--- config.mk ---
export PLATFORM = sky130hd
export DESIGN_NAME = alu_issue_stage
export DESIGN_NICKNAME = d
export VERILOG_FILES = /design/src/rtl/alu_pkg.sv /design/src/rtl/issue_fifo2.sv /design/src/rtl/alu_issue_stage.sv
export SDC_FILE = /design/constraint.sdc
export NUM_CORES = 1
export LEC_CHECK = 0
export CAP_MARGIN = 40
export CORE_ASPECT_RATIO = 0.8
export CORE_MARGIN = 4
export CORE_UTILIZATION = 54
export CTS_BUF_LIST = sky130_fd_sc_hd__clkbuf_4 sky130_fd_sc_hd__clkbuf_8
export DETAILED_ROUTE_END_ITERATION = 10
export PLACE_DENSITY = 0.88
export SLEW_MARGIN = 10
export SYNTH_ARGS = -nofsm -noshare
export SYNTH_HDL_FRONTEND = slang
export SYNTH_HIERARCHICAL = 1
export SYNTH_SLANG_ARGS = --single-unit
--- constraint.sdc ---
create_clock -name clk -period 7.81 [get_ports clk]
set_input_delay 1.562 -clock clk [delete_from_list [all_inputs] [get_ports clk]]
set_output_delay 1.562 -clock clk [all_outputs]
set_load 0.01 [all_outputs]
--- src/rtl/alu_pkg.sv ---
// Shared types for the ALU issue path: op codes and the buffered issue entry.
package alu_pkg;

  localparam int unsigned ALU_WIDTH = 32;

  typedef enum logic [1:0] {
    ALU_OP0 = 2'b00,
    ALU_OP1 = 2'b01,
    ALU_OP2 = 2'b10,
    ALU_OP3 = 2'b11
  } alu_ctrl_t;

  // Default-width entry; the top redeclares the same layout at its own WIDTH.
  typedef struct packed {
    logic [ALU_WIDTH-1:0] src_a;
    logic [ALU_WIDTH-1:0] src_b;
    alu_ctrl_t            alu_ctrl;
    logic                 fwd_a;
    logic                 fwd_b;
  } issue_entry_t;

endpackage

--- src/rtl/issue_fifo2.sv ---
// Two-entry skid FIFO for issue entries; ready/valid depend only on the registered count.
module issue_fifo2
  import alu_pkg::*;
#(
  parameter type entry_t = issue_entry_t
) (
  input  logic   clk,
  input  logic   reset_n,
  input  logic   push_valid,
  output logic   push_ready,
  input  entry_t push_data,
  output logic   pop_valid,
  input  logic   pop_ready,
  output entry_t pop_data
);

  localparam logic [1:0] DEPTH = 2'd2;

  entry_t     mem [2];
  logic       wr_ptr;
  logic       rd_ptr;
  logic [1:0] count;
  logic       push;
  logic       pop;

  assign push_ready = (count < DEPTH);
  assign pop_valid  = (count != 2'd0);
  assign pop_data   = mem[rd_ptr];
  assign push       = push_valid && push_ready;
  assign pop        = pop_valid && pop_ready;

  always_ff @(posedge clk or negedge reset_n) begin
    if (!reset_n) begin
      count  <= 2'd0;
      wr_ptr <= 1'b0;
      rd_ptr <= 1'b0;
    end else begin
      if (push) wr_ptr <= ~wr_ptr;
      if (pop)  rd_ptr <= ~rd_ptr;
      if (push && !pop)      count <= count + 2'd1;
      else if (pop && !push) count <= count - 2'd1;
    end
  end

  // Storage needs no reset: the head is only consumed while count is non-zero.
  always_ff @(posedge clk) begin
    if (push) mem[wr_ptr] <= push_data;
  end

endmodule

--- src/rtl/alu_issue_stage.sv ---
// ALU operand issue stage: buffers decoded ops, muxes forwarded results into the
// operands and captures each issued op's result and zero flag.
module alu_issue_stage
  import alu_pkg::*;
#(
  parameter int unsigned WIDTH = 32
) (
  input  logic             clk,
  input  logic             reset_n,
  input  logic             in_valid,
  output logic             in_ready,
  input  logic [WIDTH-1:0] in_src_a,
  input  logic [WIDTH-1:0] in_src_b,
  input  logic [1:0]       in_alu_control,
  input  logic             in_fwd_a,
  input  logic             in_fwd_b,
  output logic [WIDTH-1:0] src_a,
  output logic [WIDTH-1:0] src_b,
  output logic [1:0]       ALU_Control,
  output logic             out_valid,
  input  logic             out_ready,
  input  logic [WIDTH-1:0] alu_out,
  input  logic             alu_zero,
  output logic [WIDTH-1:0] last_result,
  output logic             last_zero
);

  typedef struct packed {
    logic [WIDTH-1:0] src_a;
    logic [WIDTH-1:0] src_b;
    alu_ctrl_t        alu_ctrl;
    logic             fwd_a;
    logic             fwd_b;
  } stage_entry_t;

  stage_entry_t push_entry;
  stage_entry_t head;

  always_comb begin
    push_entry          = '0;
    push_entry.src_a    = in_src_a;
    push_entry.src_b    = in_src_b;
    push_entry.alu_ctrl = alu_ctrl_t'(in_alu_control);
    push_entry.fwd_a    = in_fwd_a;
    push_entry.fwd_b    = in_fwd_b;
  end

  issue_fifo2 #(
    .entry_t (stage_entry_t)
  ) u_fifo (
    .clk        (clk),
    .reset_n    (reset_n),
    .push_valid (in_valid),
    .push_ready (in_ready),
    .push_data  (push_entry),
    .pop_valid  (out_valid),
    .pop_ready  (out_ready),
    .pop_data   (head)
  );

  // Operand mux: forwarded operands take the result of the op popped just before the head.
  always_comb begin
    src_a       = '0;
    src_b       = '0;
    ALU_Control = 2'b00;
    if (out_valid) begin
      src_a       = head.fwd_a ? last_result : head.src_a;
      src_b       = head.fwd_b ? last_result : head.src_b;
      ALU_Control = head.alu_ctrl;
    end
  end

  always_ff @(posedge clk or negedge reset_n) begin
    if (!reset_n) begin
      last_result <= '0;
      last_zero   <= 1'b0;
    end else if (out_valid && out_ready) begin
      last_result <= alu_out;
      last_zero   <= alu_zero;
    end
  end

endmodule
# Word level (Yosys, flattened, before mapping)
# Memories as Yosys holds them, arrays and structs flattened.
# Index checks and enable logic that the tools add are counted.
# W data, S select, Z words.
dict set report totals {
  ff_bits 37
  ramBits 136
  out_inout_bits 101
  word_cells 28
  n_memories 1
}
dict set report op_classes {
  n_addsub 2
  magnitude_cmp 1
  n_mux 9
  bitwise 2
  n_reduce_logical 8
}
# name words width read_ports rd_ports_with_merged_regs wr line
set memory_table {}
lappend memory_table {u_fifo.mem 2 68 1 0 1 issue_fifo2.sv:19} ;# entry_t mem [2];
# operator n
set op_table {}
lappend op_table {{$mux W32} 4}
lappend op_table {{$mux W2} 3}
lappend op_table {{$logic_and A1 B1 Y1} 4}
lappend op_table {{$reduce_bool A2 Y1} 2}
lappend op_table {{$add A2 B1 Y2 const B} 1}
lappend op_table {{$logic_not A1 Y1} 2}
lappend op_table {{$lt A2 B2 Y1 const B} 1}
lappend op_table {{$mux W1} 2}
lappend op_table {{$not A1 Y1} 2}
lappend op_table {{$sub A2 B1 Y2 const B} 1}

# Depth between registers and ports, before layout
# Gate-level depths: netlist of the first run.
dict set report logic_depth {
  word_depth 6
  ltp_mapped 7
}

# Hierarchy
# Netlist of the first run, hierarchy kept.
# module instances cells_each area_per_inst_um2 seq_area_each_um2
set by_module_without_submodules {}
lappend by_module_without_submodules {issue_fifo2 1 229 5142.4 4184.0}
lappend by_module_without_submodules {alu_issue_stage 1 215 2376.0 825.8}

# Worst setup path after synthesis of the first run
# OpenSTA, ideal clock, no wires.
dict set report synth_path {
  kind {input port to flip-flop}
  from {input port in_valid}
  to {memory u_fifo/mem[0][0] (netlist bit), enable pin}
  setup_time_ps 503
  arrival_time_ps 4856
  path_slack_ps 2451
  cell_stages 2
  path_buffers 0
  cell_sequence {nor2b_1 > nor2b_1}
}
dict set report synth_via {
  elab_chain_cells 3
}
# item line
set synth_rtl {}
lappend synth_rtl {{start, declared} alu_issue_stage.sv:10} ;# input logic in_valid,
lappend synth_rtl {{$logic_and A1 B1 Y1} issue_fifo2.sv:29} ;# assign push = push_valid && push_ready;
lappend synth_rtl {{$mux W1} issue_fifo2.sv:47} ;# if (push) mem[wr_ptr] <= push_data;
lappend synth_rtl {{$mux W1 (implied by the code)} issue_fifo2.sv:47}
lappend synth_rtl {{end, declared} issue_fifo2.sv:19}
# Every way passes these cells.

==> summary.txt, run 1 <==
Clock network
  • CTS buffer count: 17
  • H-tree levels: 4
  • CTS tree: yes
  • Clock Tree Buf Depth: 2
  • Clock Latency Late Sink: 460 ps
  • Post-CTS Setup Repair Bufs: 0
  • Post-CTS sizing: 0
  • Total clock sinks: 173
  • Clk Tree Root Cell: clkbuf_8
  • Clock slew at reported path FFs: 80 ps
  • Hold-fix buffers, CTS: 0

Logic synthesis
  • Top-count cell post-synth: edfxtp_1
  • Main flop type after synthesis: edfxtp_1
  • Synth area leader: edfxtp_1
  • Syn Inst Count: 444
  • Mapped Area: 7520 um^2
  • Seq cells post-synth: 173
  • Area contributors post-synth: edfxtp_1, mux2_2, dfrtp_1
  • Synth cell count leaders: edfxtp_1, mux2_2, nor2b_1
  • Sequential fraction of the synthesis area: 66.6%
  • Synth Warn #: 6
  • FFs w/ async S/R, synth: 21.4%
  • Yosys top cell area share: 54.3%
  • Mean Syn Cell Area: 16.9 um^2
  • Number of synthesized flops with an enable pin: 136
  • Cell variety after synth: 20
  • Net Count, Synth: 550

Pwr
  • Total power per unit cell area: 375 nW/um^2
  • Peak VDD IR: 0.218 mV
  • P_leak: 0.00374 uW

Place
  • Routability-driven placement congestion ratio: 0.774
  • Number of buffers added on ports: 205
  • Hpwl dp: 11.7 mm

Layout
  • # nets final: 756
  • Area delta synth->final: 34.7%
  • Storage element area: 5010 um^2
  • Area of the multi-input gates: 2330 um^2
  • Diode count: 0
  • Filler cells: 863
  • Fraction of layout cells with a size suffix above 1: 21.1%

Die
  • # IOs: 206
  • Row count: 38
  • Core area: 13600 um^2
  • Die area: 15900 um^2
  • Initial core utilization: 55.3%
  • Die X-Extent: 140 um
  • Die height: 114 um

Global routing
  • Pin count of the biggest net entering global routing: 45
  • Number of global-route vias before repair: 4853
  • Initial antenna violation count: 0
  • Grt total ovfl: 0
  • GRT Total Usage: 21.7%
  • First-pass GRT wire length: 26.4 mm

Timing
  • Slew @ Worst Pin: 782 ps
  • TNS Setup: 0 ps
  • Minimum clock period: 4840 ps
  • Hold Vio Cnt, Final: 0
  • Period Utilization, post-route: 61.9%
  • Worst hold margin: 518 ps
  • Clock Skew: 7.48 ps
  • FMAX: 0.207 GHz
  • RSZ-0062 raised after global routing: false
  • Max-Slew Margin vs Limit: 47.8%
  • Slew Limit Fails: 0
  • Final setup viols: 0

Worst hold path
  • Worst Hold Class: reg2reg

Routing
  • Routed Antenna Nets: 0
  • Vias/cell: 5.25
  • Vias: 4424
  • Initial DRC count: 214
  • Total iterations of the first detailed-routing run: 4
  • Per-cell routed wire length: 19.8 um
  • Wirelength, routed: 16.7 mm
  • DRC: 0

Critical path
  • Crit path required time: 6250 ps
  • Arrival @ worst endpoint: 3270 ps
  • Critical path class: reg2out
  • Critical Path Start Type: flop
  • R2r endpoint: u_fifo/mem[0][66]$_DFFE_PP_
  • R2r setup slk: 5280 ps
  • Worst reg-to-reg path cell count: 3
  • Reg2reg start: u_fifo/count[1]$_DFFE_PN0P_
  • Worst setup path end: src_a[14]
  • Worst setup EP type: output port
  • Critical Path Fanout Max: 38
  • Worst Setup SP: u_fifo/rd_ptr$_DFFE_PN0P_

Status
  • Status: finished clean

Flow run
  • Max-cap violations: 0
[kinds of logic after synthesis]
kind of cell	Yosys count	share of synthesized area [%]
buffers and inverters	27	2.46
adders and majority gates	1	0.166
xor gates and xnor gates	5	0.583
DFF	173	66.6
and+or+nand+nor	73	6.01
muxes	165	24.1
[placed cells by master (no fill, tap or decap), types with 4 or more instances in the layout]
cell type / instances
clkinv_1: 7
nor2b_1: 65
mux2_4: 10
edfxtp_1: 136
clkbuf_8: 17
mux2_2: 91
mux2i_1: 64
dfrtp_1: 36
clkdlybuf4s50_1: 204
buf_12: 4
[state kept, by name, summed over array words and instances (netlist names)]
register       cells
u_fifo/rd_ptr      1
last_zero          1
u_fifo/count       2
u_fifo/mem       136
last_result       32
u_fifo/wr_ptr      1
[critical path, stage by stage, from the launching register on]
cell and delay (ps):
dfrtp_4 740, buf_12 300, mux2_2 600, buf_16 260, mux2i_1 140, nor2b_1 150, clkdlybuf4s50_1 570
[cell type report]
type | instances | area share, %
Clock buffer | 20 | 2.53
Tap cell | 180 | 2.22
Timing Repair Buffer | 213 | 21.9
Multi-Input combinational cell | 244 | 23.0
Clock inverter | 12 | 0.778
Sequential cell | 173 | 49.5
Inverter | 1 | 0.0371
[per-stage QoR]
step                      instances  power [uW]  utilization (%)  setup slack [ps]  cell area (um^2)
after floorplan                 444        2380                -              2450              7520
after global placement          804        3170             70.8              3110              9630
after detailed placement        811        3280             72.0              3440              9790
after CTS                       843        3830             74.5              2920             10100
after global routing            843        4000             74.5              2830             10100
final                           843        3800             74.5              2970             10100
[worst min path at each step]
| stage | start | depth (start not counted) | endpoint |
|---|---|---|---|
| floorplan | u_fifo/wr_ptr$_DFFE_PN0P_ | 1 | u_fifo/wr_ptr$_DFFE_PN0P_ |
| global placement | last_zero$_DFFE_PN0P_ | 1 | last_zero$_DFFE_PN0P_ |
| detailed placement | last_zero$_DFFE_PN0P_ | 1 | last_zero$_DFFE_PN0P_ |
| CTS | last_zero$_DFFE_PN0P_ | 1 | last_zero$_DFFE_PN0P_ |
| global route | last_zero$_DFFE_PN0P_ | 1 | last_zero$_DFFE_PN0P_ |
| finish | last_zero$_DFFE_PN0P_ | 1 | last_zero$_DFFE_PN0P_ |
[power breakdown]
part / switching [uW] / internal, uW / total (uW) / leakage (uW)
clock network: 294 / 252 / 546 / 0.000173
logic: 784 / 1090 / 1870 / 0.00189
registers: 150 / 1230 / 1380 / 0.00168
[metal layers]
metal / part of all wire [%] / wire, um / vias to the layer above / track usage, %
li1: - / - / 2051 / -
met1: 44 / 7260 / 2172 / 28.6
met2: 48 / 8010 / 173 / 35.5
met3: 6.8 / 1130 / 28 / 6.62
met4: 1.6 / 267 / 0 / 6.26
met5: 0 / 0 / - / 0
Note: power is estimated with default switching activity, not from simulation.
==> run 2: changes to the inputs <==
--- a/config.mk
+++ b/config.mk
@@ -8,10 +8,10 @@
 export CAP_MARGIN = 40
 export CORE_ASPECT_RATIO = 0.8
 export CORE_MARGIN = 4
-export CORE_UTILIZATION = 54
+export CORE_UTILIZATION = 50
 export CTS_BUF_LIST = sky130_fd_sc_hd__clkbuf_4 sky130_fd_sc_hd__clkbuf_8
 export DETAILED_ROUTE_END_ITERATION = 10
-export PLACE_DENSITY = 0.88
+export PLACE_DENSITY = 0.83
 export SLEW_MARGIN = 10
 export SYNTH_ARGS = -nofsm -noshare
 export SYNTH_HDL_FRONTEND = slang
==> constraint.sdc (replaced) <==
create_clock -name clk -period 4.65 [get_ports clk]
set_input_delay 0.93 -clock clk [delete_from_list [all_inputs] [get_ports clk]]
set_output_delay 0.93 -clock clk [all_outputs]
set_load 0.01 [all_outputs]
==> run 2 against run 1 <==
Effect of this change: critical path depth down 1; count of clock-buffer cells in the layout up 3; non-clock buffer count up 1; first-iteration DRC count up 29%; sequential power up 67%; core utilization down 4.8 points; largest power group unchanged.
==> summary.txt, run 2 (synthesis results as in run 1) <==
Critical path
  • WP buf/inv: 2
  • Worst reg-to-reg path cell count: 4
  • Critical path class: reg2out
  • Critical Path Start Type: flop
  • R2r endpoint: last_result[22]$_DFFE_PN0P_
  • Worst setup EP type: output port
  • Arrival @ worst endpoint: 3120 ps
  • Critical Path Fanout Max: 27
  • CP max-delay cell: mux2_2
  • Crit-path cells: mux2_2, buf_4, mux2i_1, nor2b_1, clkdlybuf4s50_1
  • Crit path required time: 3720 ps
  • Critical path's top delay family: multiplexers
  • R2r setup slk: 2620 ps
  • Reg2reg start: u_fifo/count[0]$_DFFE_PN0P_
  • Crit path largest cell delay: 840 ps

Status
  • Status: finished clean

Die
  • Initial core utilization: 51.9%
  • Die area: 17100 um^2
  • Core area: 14500 um^2
  • # IOs: 206
  • Die X-Extent: 145 um
  • Die height: 118 um
  • Row count: 39

Global routing
  • Initial antenna violation count: 0
  • Pin count of the biggest net entering global routing: 50
  • Number of global-route vias before repair: 4753
  • First-pass GRT wire length: 26.2 mm
  • Grt total ovfl: 0
  • GRT Total Usage: 19.7%

Timing
  • Final setup viols: 0
  • Slew @ Worst Pin: 792 ps
  • RSZ-0062 raised after global routing: false
  • Period Utilization, post-route: 87.1%
  • TNS Setup: 0 ps
  • Slew Limit Fails: 0
  • Clock Skew: 10.8 ps
  • Minimum clock period: 4050 ps
  • Hold Vio Cnt, Final: 0
  • Max-Slew Margin vs Limit: 47.2%
  • Worst Slack Setup Final: 601 ps
  • FMAX: 0.247 GHz

Clock network
  • Post-CTS sizing: 0
  • Clock Latency Late Sink: 450 ps
  • Clock Tree Buf Depth: 2
  • Hold-fix buffers, CTS: 0
  • H-tree levels: 4
  • Clk Tree Root Cell: clkbuf_8
  • Post-CTS Setup Repair Bufs: 0
  • Total clock sinks: 173
  • Clock slew at reported path FFs: 80 ps
  • CTS tree: yes
  • CTS buffer count: 17

Pwr
  • Clk pwr share: 14.3%
  • Internal cell power: 4280 uW
  • Combinational power share: 49.2%
  • Sw Pwr: 2040 uW
  • Sw Share: 32.3%
  • P_leak: 0.00373 uW
  • Peak VDD IR: 0.327 mV
  • Total power per unit cell area: 625 nW/um^2
  • Flop pwr share: 36.6%

Layout
  • Top reg by flops: u_fifo/mem
  • Diode count: 0
  • # nets final: 757
  • Regs by FF count: u_fifo/mem: 136 flops, last_result: 32 flops, u_fifo/count: 2 flops
  • Largest register FFs: 136
  • Filler cells: 948
  • Most frequent cells in the layout: clkdlybuf4s50_1, edfxtp_1, mux2_2, nor2b_1, mux2i_1
  • Fraction of layout cells with a size suffix above 1: 21.8%
  • Area delta synth->final: 34.4%
  • Commonest non-fill, non-tap cell in the layout: clkdlybuf4s50_1

Routing
  • Vias/cell: 5.19
  • Routed Antenna Nets: 0
  • Wirelength, routed: 16.4 mm
  • Total iterations of the first detailed-routing run: 4
  • Initial DRC count: 276
  • DRC: 0
  • Per-cell routed wire length: 19.3 um
  • Vias: 4403

Flow run
  • Max-cap violations: 0

Place
  • Dpl ws: 1060 ps
  • Routability-driven placement congestion ratio: 0.806
  • Number of buffers added on ports: 205
  • Hpwl dp: 11.7 mm

Worst hold path
  • Worst Hold Class: in2async
run 2: metrics by stage:
stage          instances  cell area [um^2]  hold WS [ps]  util, %  total power, uW
6_report             848             10100           363     69.7             6320
2_1_floorplan        444              7520           473        -             3990
3_3_place_gp         811              9660           491     66.6             5360
4_1_cts              848             10100           331     69.7             6390
5_1_grt              848             10100           337     69.7             6680
3_5_place_dp         816              9770           502     67.4             5480
run 2: worst max path at each step:
stage	startpoint	to	depth (start not counted)
floorplan	in_valid	u_fifo/mem[0][0]$_DFFE_PP_	2
CTS	u_fifo/rd_ptr$_DFFE_PN0P_	src_a[20]	5
finish	u_fifo/rd_ptr$_DFFE_PN0P_	src_a[20]	5
detailed placement	u_fifo/rd_ptr$_DFFE_PN0P_	src_a[20]	5
global placement	u_fifo/rd_ptr$_DFFE_PN0P_	src_b[3]	4
global route	u_fifo/rd_ptr$_DFFE_PN0P_	src_a[20]	5
run 2: power by group through the flow:
stage | Sequential, uW | Clock (uW) | Combinational, uW
after floorplan | 2300 | 0 | 1690
after global placement | 2330 | 0 | 3030
after detailed placement | 2350 | 0 | 3130
after CTS | 2320 | 932 | 3140
after global routing | 2360 | 1010 | 3320
final | 2310 | 902 | 3110
run 2: per-layer routing:
layer	global-route usage [%]	up-vias	share of wire, %
met5	0	-	0
met4	4.39	0	0.79
met3	6.58	16	6.1
met2	31.7	161	49
met1	26.2	2173	44
li1	-	2053	-
run 2: cell type report:
| class | count | area, um^2 | share of cell area, % |
|---|---|---|---|
| clock inverters | 9 | 46.3 | 0.458 |
| well taps | 184 | 230 | 2.28 |
| flip-flops and latches | 173 | 5010 | 49.6 |
| repair buffers | 214 | 2180 | 21.6 |
| inverters | 1 | 3.75 | 0.0372 |
| multi-input cells | 244 | 2330 | 23.1 |
| clock buffers | 23 | 292 | 2.89 |
